===== config.mk =====
export PLATFORM = sky130hd
export DESIGN_NAME = act_buff_ctrl
export DESIGN_NICKNAME = d
export VERILOG_FILES = /design/src/rtl/act_buff_ctrl.sv
export SDC_FILE = /design/constraint.sdc
export NUM_CORES = 1
export LEC_CHECK = 0
export BUFFER_PORTS_ARGS = -buffer_cell sky130_fd_sc_hd__buf_4
export CORE_AREA = 2 2 260 262
export DETAILED_ROUTE_END_ITERATION = 12
export DIE_AREA = 0 0 262 264
export PLACE_DENSITY_LB_ADDON = 0.1
export SYNTH_ARGS = -nofsm -noshare
export SYNTH_HDL_FRONTEND = slang
export SYNTH_SLANG_ARGS = --single-unit

===== constraint.sdc =====
create_clock -name clk -period 14.9 [get_ports clk]
set_input_delay 2.235 -clock clk [delete_from_list [all_inputs] [get_ports clk]]
set_output_delay 2.235 -clock clk [all_outputs]
set_load 0.05 [all_outputs]

===== src/rtl/act_buff_ctrl.sv =====
// rtl/act_buff_ctrl.sv - ping-pong write/read scheduler for the per-row activation buffer SRAM bank
module act_buff_ctrl #(
    parameter int nb_pe_row            = 16,
    parameter int compressed_act_width = 17,
    parameter int mem_depth            = 768,
    parameter int half_depth           = mem_depth / 2,
    parameter int addr_width           = $clog2(mem_depth),
    parameter int len_width            = $clog2(half_depth + 1),
    parameter int row_width            = $clog2(nb_pe_row)
) (
    input  logic                                         clk,
    input  logic                                         rst,
    input  logic                                         wr_valid,
    output logic                                         wr_ready,
    input  logic [row_width-1:0]                         wr_row,
    input  logic [compressed_act_width-1:0]              wr_data,
    input  logic                                         wr_last,
    input  logic                                         rd_start,
    input  logic [len_width-1:0]                         rd_len,
    output logic [nb_pe_row-1:0]                         wEn_AH,
    output logic [nb_pe_row*addr_width-1:0]              wAddr,
    output logic [nb_pe_row*compressed_act_width-1:0]    mem_data_in_all_rows,
    output logic [nb_pe_row-1:0]                         rEn_AH,
    output logic [nb_pe_row*addr_width-1:0]              rAddr,
    output logic                                         act_valid,
    output logic                                         rd_busy,
    output logic                                         rd_done,
    output logic [1:0]                                   half_full,
    output logic                                         wr_overflow
);

    localparam logic [1:0] S_IDLE  = 2'd0;
    localparam logic [1:0] S_WAIT  = 2'd1;
    localparam logic [1:0] S_READ  = 2'd2;
    localparam logic [1:0] S_DRAIN = 2'd3;

    localparam logic [addr_width-1:0] half_base = addr_width'(half_depth);
    localparam logic [len_width-1:0]  half_len  = len_width'(half_depth);

    logic [1:0]                            state;
    logic [1:0]                            half_st;
    logic                                  wr_half;
    logic                                  rd_half;
    logic [len_width-1:0]                  wcnt [nb_pe_row];
    logic [len_width-1:0]                  rcnt;
    logic [len_width-1:0]                  rlen;
    logic                                  ren_q;
    logic                                  ren_last_q;
    logic                                  av_pipe;
    logic                                  av_last_pipe;
    logic                                  act_last;
    logic [addr_width-1:0]                 raddr_q;
    logic [compressed_act_width-1:0]       wdata_q;

    logic wr_hs;
    logic commit;
    logic wr_ovf_now;
    logic rd_full_now;

    assign wr_ready    = ~half_st[wr_half];
    assign wr_hs       = wr_valid & wr_ready;
    assign commit      = wr_hs & wr_last;
    assign wr_ovf_now  = (wcnt[wr_row] == half_len);
    // A commit landing this cycle on the half the reader waits for counts as full.
    assign rd_full_now = half_st[rd_half] | (commit & (wr_half == rd_half));

    assign rEn_AH               = {nb_pe_row{ren_q}};
    assign rAddr                = {nb_pe_row{raddr_q}};
    assign mem_data_in_all_rows = {nb_pe_row{wdata_q}};
    assign rd_busy              = (state != S_IDLE);
    assign half_full            = half_st;

    always_ff @(posedge clk or posedge rst) begin
        if (rst) begin
            wr_half     <= 1'b0;
            wEn_AH      <= '0;
            wAddr       <= '0;
            wdata_q     <= '0;
            wr_overflow <= 1'b0;
            for (int r = 0; r < nb_pe_row; r++) wcnt[r] <= '0;
        end else begin
            wEn_AH <= '0;
            if (wr_hs) begin
                wdata_q <= wr_data;
                if (wr_ovf_now) begin
                    wr_overflow <= 1'b1;
                end else begin
                    wEn_AH[wr_row] <= 1'b1;
                    wAddr[int'(wr_row)*addr_width +: addr_width] <=
                        (wr_half ? half_base : '0) + addr_width'(wcnt[wr_row]);
                    wcnt[wr_row] <= wcnt[wr_row] + 1'b1;
                end
                if (wr_last) begin
                    for (int r = 0; r < nb_pe_row; r++) wcnt[r] <= '0;
                    wr_half <= ~wr_half;
                end
            end
        end
    end

    // Commit and release never target the same half: one is EMPTY, the other FULL.
    always_ff @(posedge clk or posedge rst) begin
        if (rst) begin
            half_st <= 2'b00;
            rd_half <= 1'b0;
        end else begin
            if (commit) half_st[wr_half] <= 1'b1;
            if (ren_last_q) begin
                half_st[rd_half] <= 1'b0;
                rd_half          <= ~rd_half;
            end
        end
    end

    always_ff @(posedge clk or posedge rst) begin
        if (rst) begin
            state        <= S_IDLE;
            rcnt         <= '0;
            rlen         <= '0;
            ren_q        <= 1'b0;
            ren_last_q   <= 1'b0;
            raddr_q      <= '0;
            av_pipe      <= 1'b0;
            av_last_pipe <= 1'b0;
            act_valid    <= 1'b0;
            act_last     <= 1'b0;
            rd_done      <= 1'b0;
        end else begin
            ren_q        <= 1'b0;
            ren_last_q   <= 1'b0;
            av_pipe      <= ren_q;
            act_valid    <= av_pipe;
            av_last_pipe <= ren_last_q;
            act_last     <= av_last_pipe;
            rd_done      <= act_last;
            case (state)
                S_IDLE: begin
                    if (rd_start && rd_len != '0) begin
                        rlen  <= (rd_len > half_len) ? half_len : rd_len;
                        rcnt  <= '0;
                        state <= rd_full_now ? S_READ : S_WAIT;
                    end
                end
                S_WAIT: begin
                    if (rd_full_now) state <= S_READ;
                end
                S_READ: begin
                    ren_q   <= 1'b1;
                    raddr_q <= (rd_half ? half_base : '0) + addr_width'(rcnt);
                    rcnt    <= rcnt + 1'b1;
                    if (rcnt == rlen - 1'b1) begin
                        ren_last_q <= 1'b1;
                        state      <= S_DRAIN;
                    end
                end
                S_DRAIN: begin
                    if (act_last) state <= S_IDLE;
                end
                default: state <= S_IDLE;
            endcase
        end
    end

endmodule


* Yosys cells after proc, flatten, opt, wreduce, memory -nomap -nowiden
Cells that the tools add are included.
Word-level totals: flip-flop bits (word level) 379, latch bits 0, memory bits (writable) 0, ROM bits 0, input port bits 35, output and inout port bits 631, logic and storage cells 128, memories 0
Operators by class: add/subtract/negate cells 6, $mul 1, div/mod/pow operators 0, $lt $le $gt $ge 9, eq/ne operators 11, shift-type cells 2, multiplexer cells 37, bitwise gates (word level) 12, reduce and logical (&&, ||, !) cells 16
Operators with widths (count):
- two-way mux 144 bit | 2
- bitwise mux 160 bit | 1
- variable shift 10 x 33 -> 160 bit, first input constant | 1
- variable part select 10 x 33 -> 160 bit | 1
- bitwise mux 144 bit | 1
- two-way mux 9 bit | 7
- binary-select mux 9 bit (select 4 bit) | 1
- demux 9 bit (select 4 bit) | 1
- negation 8 -> 33 bit | 1
- two-way mux 16 bit | 2
- adder 9 x 9 -> 10 bit | 2
- adder 9 x 1 -> 9 bit, second input constant | 2
- case mux 9 bit (2 select lines) | 1
- two-way mux 2 bit | 7
- AND reduction 2 bit | 6
- two-way mux 1 bit | 10
- != test 2 bit, second input constant | 5
- == test 9 bit | 1
- == test 9 bit, second input constant | 1
- greater-than comparator 9 bit, second input constant | 1
- nonzero test 9 bit | 1
- subtractor 9 x 1 -> 9 bit, second input constant | 1
- case mux 2 bit (4 select lines) | 1
- multiplier 4 x 3 -> 7 bit, second input constant | 1
- other kinds (22) | 36

* Depth between registers and ports, before layout
Gate-level depths: netlist of the first run.
depth after elaboration 10, depth in mapped cells 19, mapped depth without buffers 11

* Worst setup path before layout of the first run
OpenSTA, ideal clock, no wires.
path type input to register, start input wr_row[1], end register wAddr[158], setup time 125 ps, arrival time 5679 ps, data required time 14775 ps, path slack 9096 ps, stages on the path 11, buffers on the path 1, path through ha_1 ha_1 fa_1 or4b_2 nor2_1 ha_1 clkbuf_1 nor3_1 nand2_1 or4_1 mux2_2
On the way: cells in the longest elaborated chain, start to end 7, elaborated cells on any way between the ends 13, classes of those cells add/sub (2); mul (1); eq/ne (1); shift (2); mux (4); bitwise (2); reduce/logical (1)
Ends and longest elaborated chain:
- start: declaration | RTL line 15 | input logic [row_width-1:0] wr_row,
- parallel branches: the longest is 7 deep, another holds negation 8 -> 33 bit
- end signal: indexed assignment | RTL line 89 | wAddr[int'(wr_row)*addr_width +: addr_width] <=
- end: declaration | RTL line 21 | output logic [nb_pe_row*addr_width-1:0] wAddr,
Parallel ways; which one is timed is not known. The select of a mux whose other input is x is not followed. A chain may end at the register's enable or synchronous reset.

* Final worst setup path of the first run
start input wr_row[0], end register wAddr[30]
The elaborated chain is that of the path after synthesis.

==> results.tsv, run 1 <==
stage	metric	value	unit
timing	max_slew_margin	0.1680	
run_status	status	finished clean	
placed_design	gp_congestion	0.8642	
floorplanning	rows	95	
route	drtIter0Drc	1467	
critical_path	startpoint_type	input pin	
route	vias	16226	
synthesis	syn_nets	1980	
synthesis	synth_top_family_by_area	buffers and inverters	
power	pwr-share-clk	0.185	
layout	design_area	0.02554	mm^2
route	totalWireLength	79890	um
clocking	cts_root_buf	clkbuf_16	
clocking	clockBufferDepth	3	
layout	fin_util	0.3836	
critical_path	critPathSlowestCell	ha_1	
floorplanning	core_area	0.06656	mm^2
clocking	h-tree-depth	2	
synthesis	synth_area_leaders	dfrtp_1, buf_4, mux2_2	
clocking	insertion_delay	580	ps
timing	fmax	0.1467	GHz
timing	hold_violations	0	
power	p_int	2785	uW
layout	drive_gt1_frac	0.4615	
synthesis	synth_compound_area_frac	0.1263	
clocking	hold_buffers	0	
synthesis	synth.top_cell.area_share	0.4441	
synthesis	synth_edf_count	0	
global_route	grt_pass1_wl	114100	um
route	wl_per_cell	26.26	um
timing	layout_worst_path_cycle_share	0.4575	
route	drt-pass1-iter-count	6	
synthesis	synthMuxAreaShare	0.1341	
global_route	grt_max_degree	109	
critical_path	path_max_fanout	39	
timing	finalSetupViolations	0	
route	postRouteAntennaNets	0	
clocking	clk_pin_slew	60	ps
critical_path	critPathMaxStageDelay	760	ps
critical_path	path_cells	buf_4 -> inv_1 -> ha_1 -> or4b_2 -> nor2_1 -> ha_1 -> o31ai_1 -> nor2_1 -> nand2_1 -> or4_1 -> mux2_2	
synthesis	async_flop_share	1.000	
global_route	track_usage	0.2234	
layout	areaGrowthSynthToFinish	19.58	%
placed_design	dp_hpwl	58610	um
power	switching_power	3384	uW
placed_design	place_area	0.02404	mm^2
route	route.detailed.drc	0	
critical_path	arrival	7280	ps
timing	fin_crit	6816	ps
floorplanning	io-pin-count	666	
placed_design	pre_cts_ws	7519	ps
synthesis	yosysUniqueCellTypes	78	
route	vias_per_cell	5.334	
synthesis	ys_ff_latch	379	
power	swShare	0.5485	
synthesis	synthCells	1923	
synthesis	syn_area	0.02135	mm^2
clocking	cts_setup_buffers	0	
worst_hold_path	min_path_type	reg -> reg	
job	drv_cap	0	
clocking	clock-sinks	379	
timing	rsz0062_at_grt	false	
layout	diodes	0	
floorplanning	initial_core_util	0.3208	
critical_path	crit_required	15360	ps
timing	tns	0	ps
global_route	grt_pass1_vias	15745	
synthesis	ys_dominant_reg_cell	dfrtp_1	
synthesis	yosys.area_share.simple	0.09094	
placed_design	port_buffers	665	
power	power.density	241.6	mW/mm^2
power	leakage	0.01252	uW
synthesis	synthAdderAreaFrac	0.01395	
power	combPwrFrac	0.576	
synthesis	ys_seq_area_frac	0.4441	
global_route	grt_overflow	0	
critical_path	critical_path.top_delay_family	simple AND/OR/NAND/NOR gates	
critical_path	path_buf_inv	2	
clocking	cts_buffers	44	
layout	layout.nets	2193	
synthesis	synth-xor-area-share	0.01424	
timing	final.setup.worst_slack	8084	ps
timing	slew_viol_final	0	
timing	holdWs	348.8	ps
floorplanning	dieArea	0.06917	mm^2
power	seq_power_share	0.238	
synthesis	avgSynthCellArea	11.10	um^2
timing	clock_skew	13.50	ps
global_route	antenna_found_initial	1	
synthesis	ys_warn_count	0	
critical_path	worstSetupPathType	in -> reg	
layout	nFillCells	6478	
synthesis	yosysTopAreaCell	dfrtp_1	
floorplanning	die_w	262	um
power	ir_drop	0.1835	mV
clocking	cts_resized	0	
floorplanning	die_h	264	um
clocking	cts_tree	built	
timing	worst_slew_pin_slew	1242	ps
critical_path	endpoint_kind	register	
final timing paths:
check	end	cells after the start	from	slack, ps
max	wAddr[30]	11	wr_row[0]	8080
min	act_last	0	av_last_pipe	350
max reg2reg	wAddr[126]	11	wcnt[127]	10500
min reg2reg	act_last	0	av_last_pipe	350
max in group asynchronous	wAddr[53]	4	rst	10810
min in group asynchronous	wdata_q[1]	2	rst	1790
cells in the mapped netlist, drive strengths merged (15+ instances only):
| cell type | number |
|---|---|
| a32o | 144 |
| nor2 | 55 |
| nand3 | 35 |
| nand2 | 138 |
| or4 | 15 |
| xnor2 | 16 |
| a22oi | 17 |
| a21oi | 20 |
| clkbuf | 61 |
| dfrtp | 379 |
| ha | 19 |
| o22ai | 47 |
| mux2 | 170 |
| buf | 455 |
| nor3 | 71 |
| mux2i | 36 |
| xor2 | 17 |
| inv | 39 |
| mux4 | 26 |
| o21ai | 28 |
cell families after synthesis:
| kind of cell | after synthesis |
|---|---|
| XOR/XNOR | 33 |
| adder cells (fa/ha/maj) | 22 |
| AO/OA/AOI/OAI | 321 |
| flip-flops | 379 |
| AND/OR/NAND/NOR | 381 |
| multiplexers | 232 |
| buffers and inverters | 555 |
layer usage:
| metal | wire, um | vias up | global-route usage |
|---|---|---|---|
| met3 | 5801 | 104 | 0.04903 |
| met5 | 9 | - | 0 |
| li1 | - | 7016 | - |
| met1 | 35060 | 8379 | 0.3117 |
| met4 | 1854 | 2 | 0.05528 |
| met2 | 37160 | 725 | 0.3512 |
cell type report:
cell class              count  area [um^2]  area share
multi-input cells         989         8179      0.3203
repair buffers            683         5127      0.2008
clock inverters            14        227.7    0.008918
inverters                  39        153.9    0.006027
clock buffers              65         1271     0.04978
flip-flops and latches    379         9484      0.3714
well taps                 873         1092     0.04278
sequential cells by signal, summed over array words and instances, names as in the netlist, 2 cells and up:
name and flops:
wdata_q 17, wAddr 160, state 2, wcnt 144, half_full 2, rlen 9
wEn_AH 16, rcnt 9, raddr_q 10
layout by cell type (no fill, tap or decap), types with 35 or more instances in the layout:
cell / instances
dfrtp_1: 379
nor2_1: 52
clkbuf_16: 45
buf_4: 683
inv_1: 38
a32o_1: 144
o22ai_1: 47
nor3_1: 60
nand2_1: 136
mux2_2: 168
mux2i_1: 35
per-stage QoR:
stage | cells | power (uW)
2_1_floorplan | 1923 | 4522
3_3_place_gp | 2963 | 5050
3_5_place_dp | 2963 | 5056
4_1_cts | 3042 | 6214
5_1_grt | 3042 | 6404
6_report | 3042 | 6169
power by group through the flow:
stage	combinational, uW	clock, uW	sequential [uW]
4_1_cts	3570	1170	1480
6_report	3560	1140	1470
2_1_floorplan	2780	0	1740
5_1_grt	3680	1210	1510
3_3_place_gp	3570	0	1480
3_5_place_dp	3560	0	1490
Power figures use the tool's default switching activity.
==> run 2, diff against run 1 <==
Settings changed: CORE_AREA 2 2 260 262 to 2 2 258 260, DIE_AREA 0 0 262 264 to 0 0 260 262.
Clock period 14.9 ns to 5.5 ns, I/O delays scaled along.
==> run 2 against run 1 <==
Compared with the run above:
- clock skew grew 3.8 ps
- sequential share of layout area down 0.67 points
- first-iteration DRC count fell by 21%
- wire length is 0.98% higher
- design area grew 1.8%
- cell count up 1.4%
- highest routed layer unchanged
==> results.tsv, run 2 (same netlist as run 1, synthesis figures left out) <==
stage	metric	value	unit
layout	areaGrowthSynthToFinish	21.78	%
layout	top_register	wAddr	
critical_path	rr_worst_depth	6	
timing	fin_crit	4515	ps
placed_design	place_area	0.02446	mm^2
layout	diodes	0	
layout	design_area	0.02600	mm^2
clocking	cts_resized	0	
layout	largest_registers	wAddr: 160 flops, wcnt: 144 flops, wdata_q: 17 flops	
power	seq_power_share	0.236	
timing	max_slew_margin	0.1914	
floorplanning	die_h	262	um
worst_hold_path	min_path_type	reg -> reg	
clocking	clk_pin_slew	60	ps
critical_path	path_max_fanout	34	
layout	largest_reg_flops	160	
critical_path	cp.depth	14	
global_route	grt_pass1_vias	15866	
placed_design	port_buffers	665	
critical_path	arrival	4970	ps
critical_path	path_cells	buf_4 -> buf_4 -> nor2_1 -> a22oi_1 -> a21oi_1 -> or2_2 -> ha_1 -> inv_1 -> a31oi_1 -> o2111a_1 -> a21oi_4 -> buf_4 -> o2111ai_2 -> o22a_1	
clocking	hold_buffers	0	
critical_path	critical_path.top_delay_family	compound AO/OA/AOI/OAI gates	
clocking	insertion_delay	580	ps
floorplanning	dieArea	0.06812	mm^2
route	totalWireLength	80670	um
timing	finalSetupViolations	0	
power	power	16820	uW
route	vias	16413	
critical_path	endpoint_kind	register	
critical_path	critPathSlowestCell	a21oi_4	
global_route	grt_max_degree	110	
clocking	cts_root_buf	clkbuf_16	
timing	clock_skew	17.31	ps
route	drt-pass1-iter-count	7	
timing	slew_viol_final	0	
route	wl_met2	37180	um
timing	worst_slew_pin_slew	1208	ps
floorplanning	initial_core_util	0.3271	
layout	layout.nets	2243	
critical_path	regToRegSetupSlack	1540	ps
placed_design	gp_congestion	0.9168	
layout	mostFrequentLayoutCells	buf_4, dfrtp_1, mux2_2	
layout	final_common_cell	buf_4	
critical_path	crit_required	5960	ps
power	ir_drop	0.4693	mV
timing	hold_violations	0	
power	power.density	646.8	mW/mm^2
critical_path	critPathCapture	wAddr[145]	
route	route.met3.wl	6874	um
critical_path	critPathMaxStageDelay	800	ps
critical_path	path_buf_inv	4	
timing	rsz0062_at_grt	false	
clocking	h-tree-depth	2	
power	p_int	7621	uW
critical_path	regToRegStartpoint	wr_half	
layout	drive_gt1_frac	0.4764	
global_route	track_usage	0.2260	
route	wl_per_cell	26.15	um
floorplanning	core_area	0.06528	mm^2
job	drv_cap	0	
timing	fmax	0.2215	GHz
clocking	cts_setup_buffers	0	
placed_design	dp_hpwl	59880	um
clocking	cts_tree	built	
power	pwr-share-clk	0.186	
power	swShare	0.5469	
route	drtIter0Drc	1158	
global_route	grt_pass1_wl	114100	um
critical_path	worstSetupPathType	in -> reg	
clocking	clock-sinks	379	
global_route	grt_overflow	0	
critical_path	critical_path.most_common_cell	buf_4	
route	top_layer	met5	
run_status	status	finished clean	
route	wl_met1	35080	um
floorplanning	die_w	260	um
clocking	clockBufferDepth	3	
floorplanning	rows	94	
critical_path	startpoint_type	input pin	
critical_path	r2r-end	wAddr[145]	
route	vias_per_cell	5.320	
power	leakage	0.01280	uW
route	route.detailed.drc	0	
critical_path	cp-startpoint	wr_row[1]	
route	postRouteAntennaNets	0	
clocking	cts_buffers	44	
global_route	antenna_found_initial	3	
power	switching_power	9200	uW
floorplanning	io-pin-count	666	
power	combPwrFrac	0.578	
layout	nFillCells	6257	
timing	layout_worst_path_cycle_share	0.8209	
==> run 2: power by group through the flow <==
stage          Clock [uW]  Combinational [uW]  Sequential [uW]
5_1_grt              3330               10100             4060
6_report             3140                9720             3960
4_1_cts              3200                9770             3980
2_1_floorplan           0                7540             4710
3_3_place_gp            0                9770             3980
3_5_place_dp            0                9760             4020
==> run 2: routing by layer <==
| metal | global-route usage | up-vias |
|---|---|---|
| li1 | - | 7111 |
| met5 | 0 | - |
| met2 | 0.3486 | 719 |
| met1 | 0.3173 | 8477 |
| met4 | 0.05125 | 6 |
| met3 | 0.05912 | 100 |
==> run 2: area by class of cell <==
| cell class | count | area [um^2] | area share |
|---|---|---|---|
| timing repair buffer | 733 | 5565 | 0.2140 |
| tap | 864 | 1081 | 0.04157 |
| inverter | 39 | 150.1 | 0.005774 |
| multi-input combinational | 989 | 8179 | 0.3145 |
| clock buffer | 66 | 1335 | 0.05134 |
| clock inverter | 15 | 210.2 | 0.008083 |
| sequential | 379 | 9484 | 0.3647 |
==> run 2: worst min-delay path by stage <==
| stage | startpoint | to | slack [ps] | depth (start not counted) |
|---|---|---|---|---|
| 2_1_floorplan | av_last_pipe | act_last | 330 | 0 |
| 3_3_place_gp | av_pipe | act_valid | 330 | 0 |
| 3_5_place_dp | av_last_pipe | act_last | 340 | 0 |
| 4_1_cts | av_pipe | act_valid | 350 | 0 |
| 5_1_grt | av_last_pipe | act_last | 370 | 0 |
| 6_report | av_pipe | act_valid | 350 | 0 |
==> run 2: metrics by stage <==
| step | setup slack [ps] | instances | utilization | hold WS (ps) | TNS [ps] |
|---|---|---|---|---|---|
| after floorplan | -417.0 | 1923 | - | 331.2 | -158060 |
| after global placement | 442.2 | 3004 | 0.3747 | 333.8 | 0 |
| after detailed placement | 377.7 | 3004 | 0.3747 | 337.8 | 0 |
| after CTS | 986.2 | 3085 | 0.3984 | 354.3 | 0 |
| after global routing | 765.8 | 3085 | 0.3984 | 368.6 | 0 |
| final | 985.1 | 3085 | 0.3984 | 350.0 | 0 |
==> run 3, diff against run 2 <==
Settings changed: ABC_AREA set to 1, CORE_AREA 2 2 258 260 to 2 2 259 261, DIE_AREA 0 0 260 262 to 0 0 261 263.
Clock period 5.5 ns to 4.1 ns, I/O delays scaled along.
==> run 3 against run 2 <==
Compared with the run above:
- non-clock buffer count grew 17
- worst hold slack worse by 180 ps
- sequential cell count stayed put
- critical endpoint is now wAddr[34]
- via count up 20%
- largest cell class unchanged
- critical path depth grew 3
- critical path type unchanged
==> results.tsv, run 3 <==
stage	metric	value	unit
floorplanning	io-pin-count	666	
clocking	clockBufferDepth	3	
floorplanning	rows	94	
clocking	hold_buffers	0	
timing	slew_viol_final	0	
clocking	h-tree-depth	2	
clocking	insertion_delay	590	ps
critical_path	arrival	4030	ps
synthesis	ys_seq_area_frac	0.4315	
synthesis	async_flop_share	1.000	
layout	drive_gt1_frac	0.2879	
power	swShare	0.5590	
route	wl_per_cell	21.82	um
clocking	clk_pin_slew	60	ps
clocking	cts_buffers	46	
synthesis	yosysTopAreaCell	dfrtp_1	
route	vias	19701	
synthesis	avgSynthCellArea	7.828	um^2
power	pwr-share-clk	0.168	
timing	max_slew_margin	0.4838	
power	p_int	11170	uW
layout	top_register	wAddr	
critical_path	critical_path.top_delay_family	adder cells	
power	ir_drop	0.6961	mV
layout	nFillCells	6757	
timing	layout_worst_path_cycle_share	0.8654	
synthesis	synthCells	2808	
route	postRouteAntennaNets	0	
global_route	grt_max_degree	80	
critical_path	path_cells	buf_4 -> ha_1 -> ha_1 -> fa_1 -> nor2_1 -> inv_1 -> nor2_1 -> ha_1 -> inv_1 -> nand4_1 -> buf_4 -> nor3_1 -> inv_1 -> o21ai_1 -> buf_4 -> nand2_1 -> o21ai_0	
power	switching_power	14160	uW
placed_design	gp_congestion	0.9140	
synthesis	syn_area	0.02198	mm^2
critical_path	path_buf_inv	6	
timing	rsz0062_at_grt	false	
synthesis	ys_dominant_reg_cell	dfrtp_1	
placed_design	port_buffers	665	
floorplanning	dieArea	0.06864	mm^2
layout	layout.nets	3148	
run_status	status	finished clean	
critical_path	path_max_fanout	8	
layout	mostFrequentLayoutCells	nand2_1, buf_4, dfrtp_1	
critical_path	critPathSlowestCell	fa_1	
synthesis	syn_nets	2865	
timing	fin_crit	3548	ps
floorplanning	die_h	263	um
global_route	track_usage	0.2476	
floorplanning	die_w	261	um
timing	fmax	0.2818	GHz
layout	areaGrowthSynthToFinish	21.35	%
layout	largest_reg_flops	160	
floorplanning	core_area	0.06563	mm^2
clocking	cts_root_buf	clkbuf_16	
synthesis	synth_top_cells_by_count	nand2_1, buf_4, dfrtp_1	
route	vias_per_cell	4.936	
critical_path	startpoint_type	input pin	
synthesis	ys_warn_count	0	
clocking	cts_setup_buffers	0	
route	drt-pass1-iter-count	6	
power	power.density	949.6	mW/mm^2
placed_design	dp_hpwl	66400	um
critical_path	crit_required	4580	ps
timing	clock_skew	30.98	ps
global_route	antenna_found_initial	5	
layout	final_common_cell	nand2_1	
synthesis	synth_edf_count	0	
clocking	cts_resized	0	
timing	holdWs	168.1	ps
layout	fin_util	0.4064	
critical_path	endpoint_kind	register	
job	drv_cap	0	
timing	worst_slew_pin_slew	774.3	ps
layout	largest_registers	wAddr: 160 flops, wcnt: 144 flops, wdata_q: 17 flops	
power	combPwrFrac	0.596	
global_route	grt_pass1_vias	18978	
route	drtIter0Drc	1636	
timing	finalSetupViolations	0	
route	totalWireLength	87070	um
global_route	grt_overflow	0	
power	seq_power_share	0.236	
clocking	cts_tree	built	
worst_hold_path	min_path_type	in -> async	
critical_path	regToRegSetupSlack	970	ps
critical_path	critPathMaxStageDelay	540	ps
route	route.detailed.drc	0	
synthesis	synth.top_cell.area_share	0.4315	
global_route	grt_pass1_wl	127300	um
synthesis	synth_area_leaders	dfrtp_1, buf_4, nand2_1	
synthesis	post-synth-top-count-cell	nand2_1	
clocking	clock-sinks	379	
synthesis	yosysUniqueCellTypes	50	
power	leakage	0.01407	uW
floorplanning	initial_core_util	0.3349	
critical_path	worstSetupPathType	in -> reg	
timing	hold_violations	0	
synthesis	ys_ff_latch	379	
[run 3: cell count changes after synthesis, moves of 89 or more]
cell | previous run | this run
mux2_2 | 168 | 0
nand2_1 | 136 | 748
o21ai_0 | 26 | 145
nand3_1 | 35 | 165
o22ai_1 | 47 | 136
inv_1 | 39 | 235
nor2_1 | 52 | 190
a32o_1 | 144 | 0
[run 3: worst paths after layout]
check,start,endpoint,depth (start not counted)
setup / recovery,wr_row[1],wAddr[34],17
hold / removal,rst,wAddr[14],2
setup reg to reg,wcnt[61],wAddr[86],14
hold reg to reg,av_pipe,act_valid,0
max in group asynchronous,rst,wdata_q[15],3
min in group clk,wr_data[0],wdata_q[0],3
[run 3: cells by family (layout without fill, tap and decap cells)]
group,Yosys count,after routing,synth area share
compound gates,409,409,0.1044
xor+xnor,25,25,0.01116
fa+ha+maj,22,22,0.01355
buf+inv,780,1098,0.2125
flops,379,379,0.4315
mux,3,3,0.001366
other cells,0,1,0
simple gates,1190,1190,0.2255
[run 3: area by class of cell]
class                           count  area (um^2)  area share
Sequential cell                   379         9484      0.3556
Multi-Input combinational cell   1649         7825      0.2934
Tap cell                          864         1081     0.04053
Antenna cell                        1        2.502  0.00009382
Clock inverter                     18        203.9    0.007647
Timing Repair Buffer              750         5705      0.2139
Inverter                          265         1006     0.03772
Clock buffer                       65         1364     0.05113
[run 3: power by group through the flow]
stage	combinational [uW]	sequential (uW)	clock [uW]
2_1_floorplan	10400	7690	0
3_3_place_gp	15100	6000	0
3_5_place_dp	15100	6020	0
4_1_cts	15100	5990	4350
5_1_grt	15800	6140	4510
6_report	15100	5980	4250
[run 3: routing by layer]
| metal | part of all wire | vias up | GRT usage |
|---|---|---|---|
| met5 | 0.00041 | - | 0 |
| met2 | 0.43 | 800 | 0.3694 |
| li1 | - | 9164 | - |
| met3 | 0.088 | 115 | 0.06605 |
| met1 | 0.45 | 9616 | 0.3503 |
| met4 | 0.028 | 6 | 0.07202 |
[run 3: per-stage QoR]
| step | setup TNS, ps | setup WS (ps) | cells | instance area (um^2) | total power, uW |
|---|---|---|---|---|---|
| after floorplan | -609070 | -1607 | 2808 | 21980 | 18120 |
| after global placement | 0 | 96.30 | 3907 | 25100 | 21120 |
| after detailed placement | 0 | 89.56 | 3907 | 25100 | 21150 |
| after CTS | 0 | 688.6 | 3990 | 26670 | 25480 |
| after global routing | 0 | 344.3 | 3991 | 26670 | 26440 |
| final | 0 | 551.7 | 3991 | 26670 | 25330 |
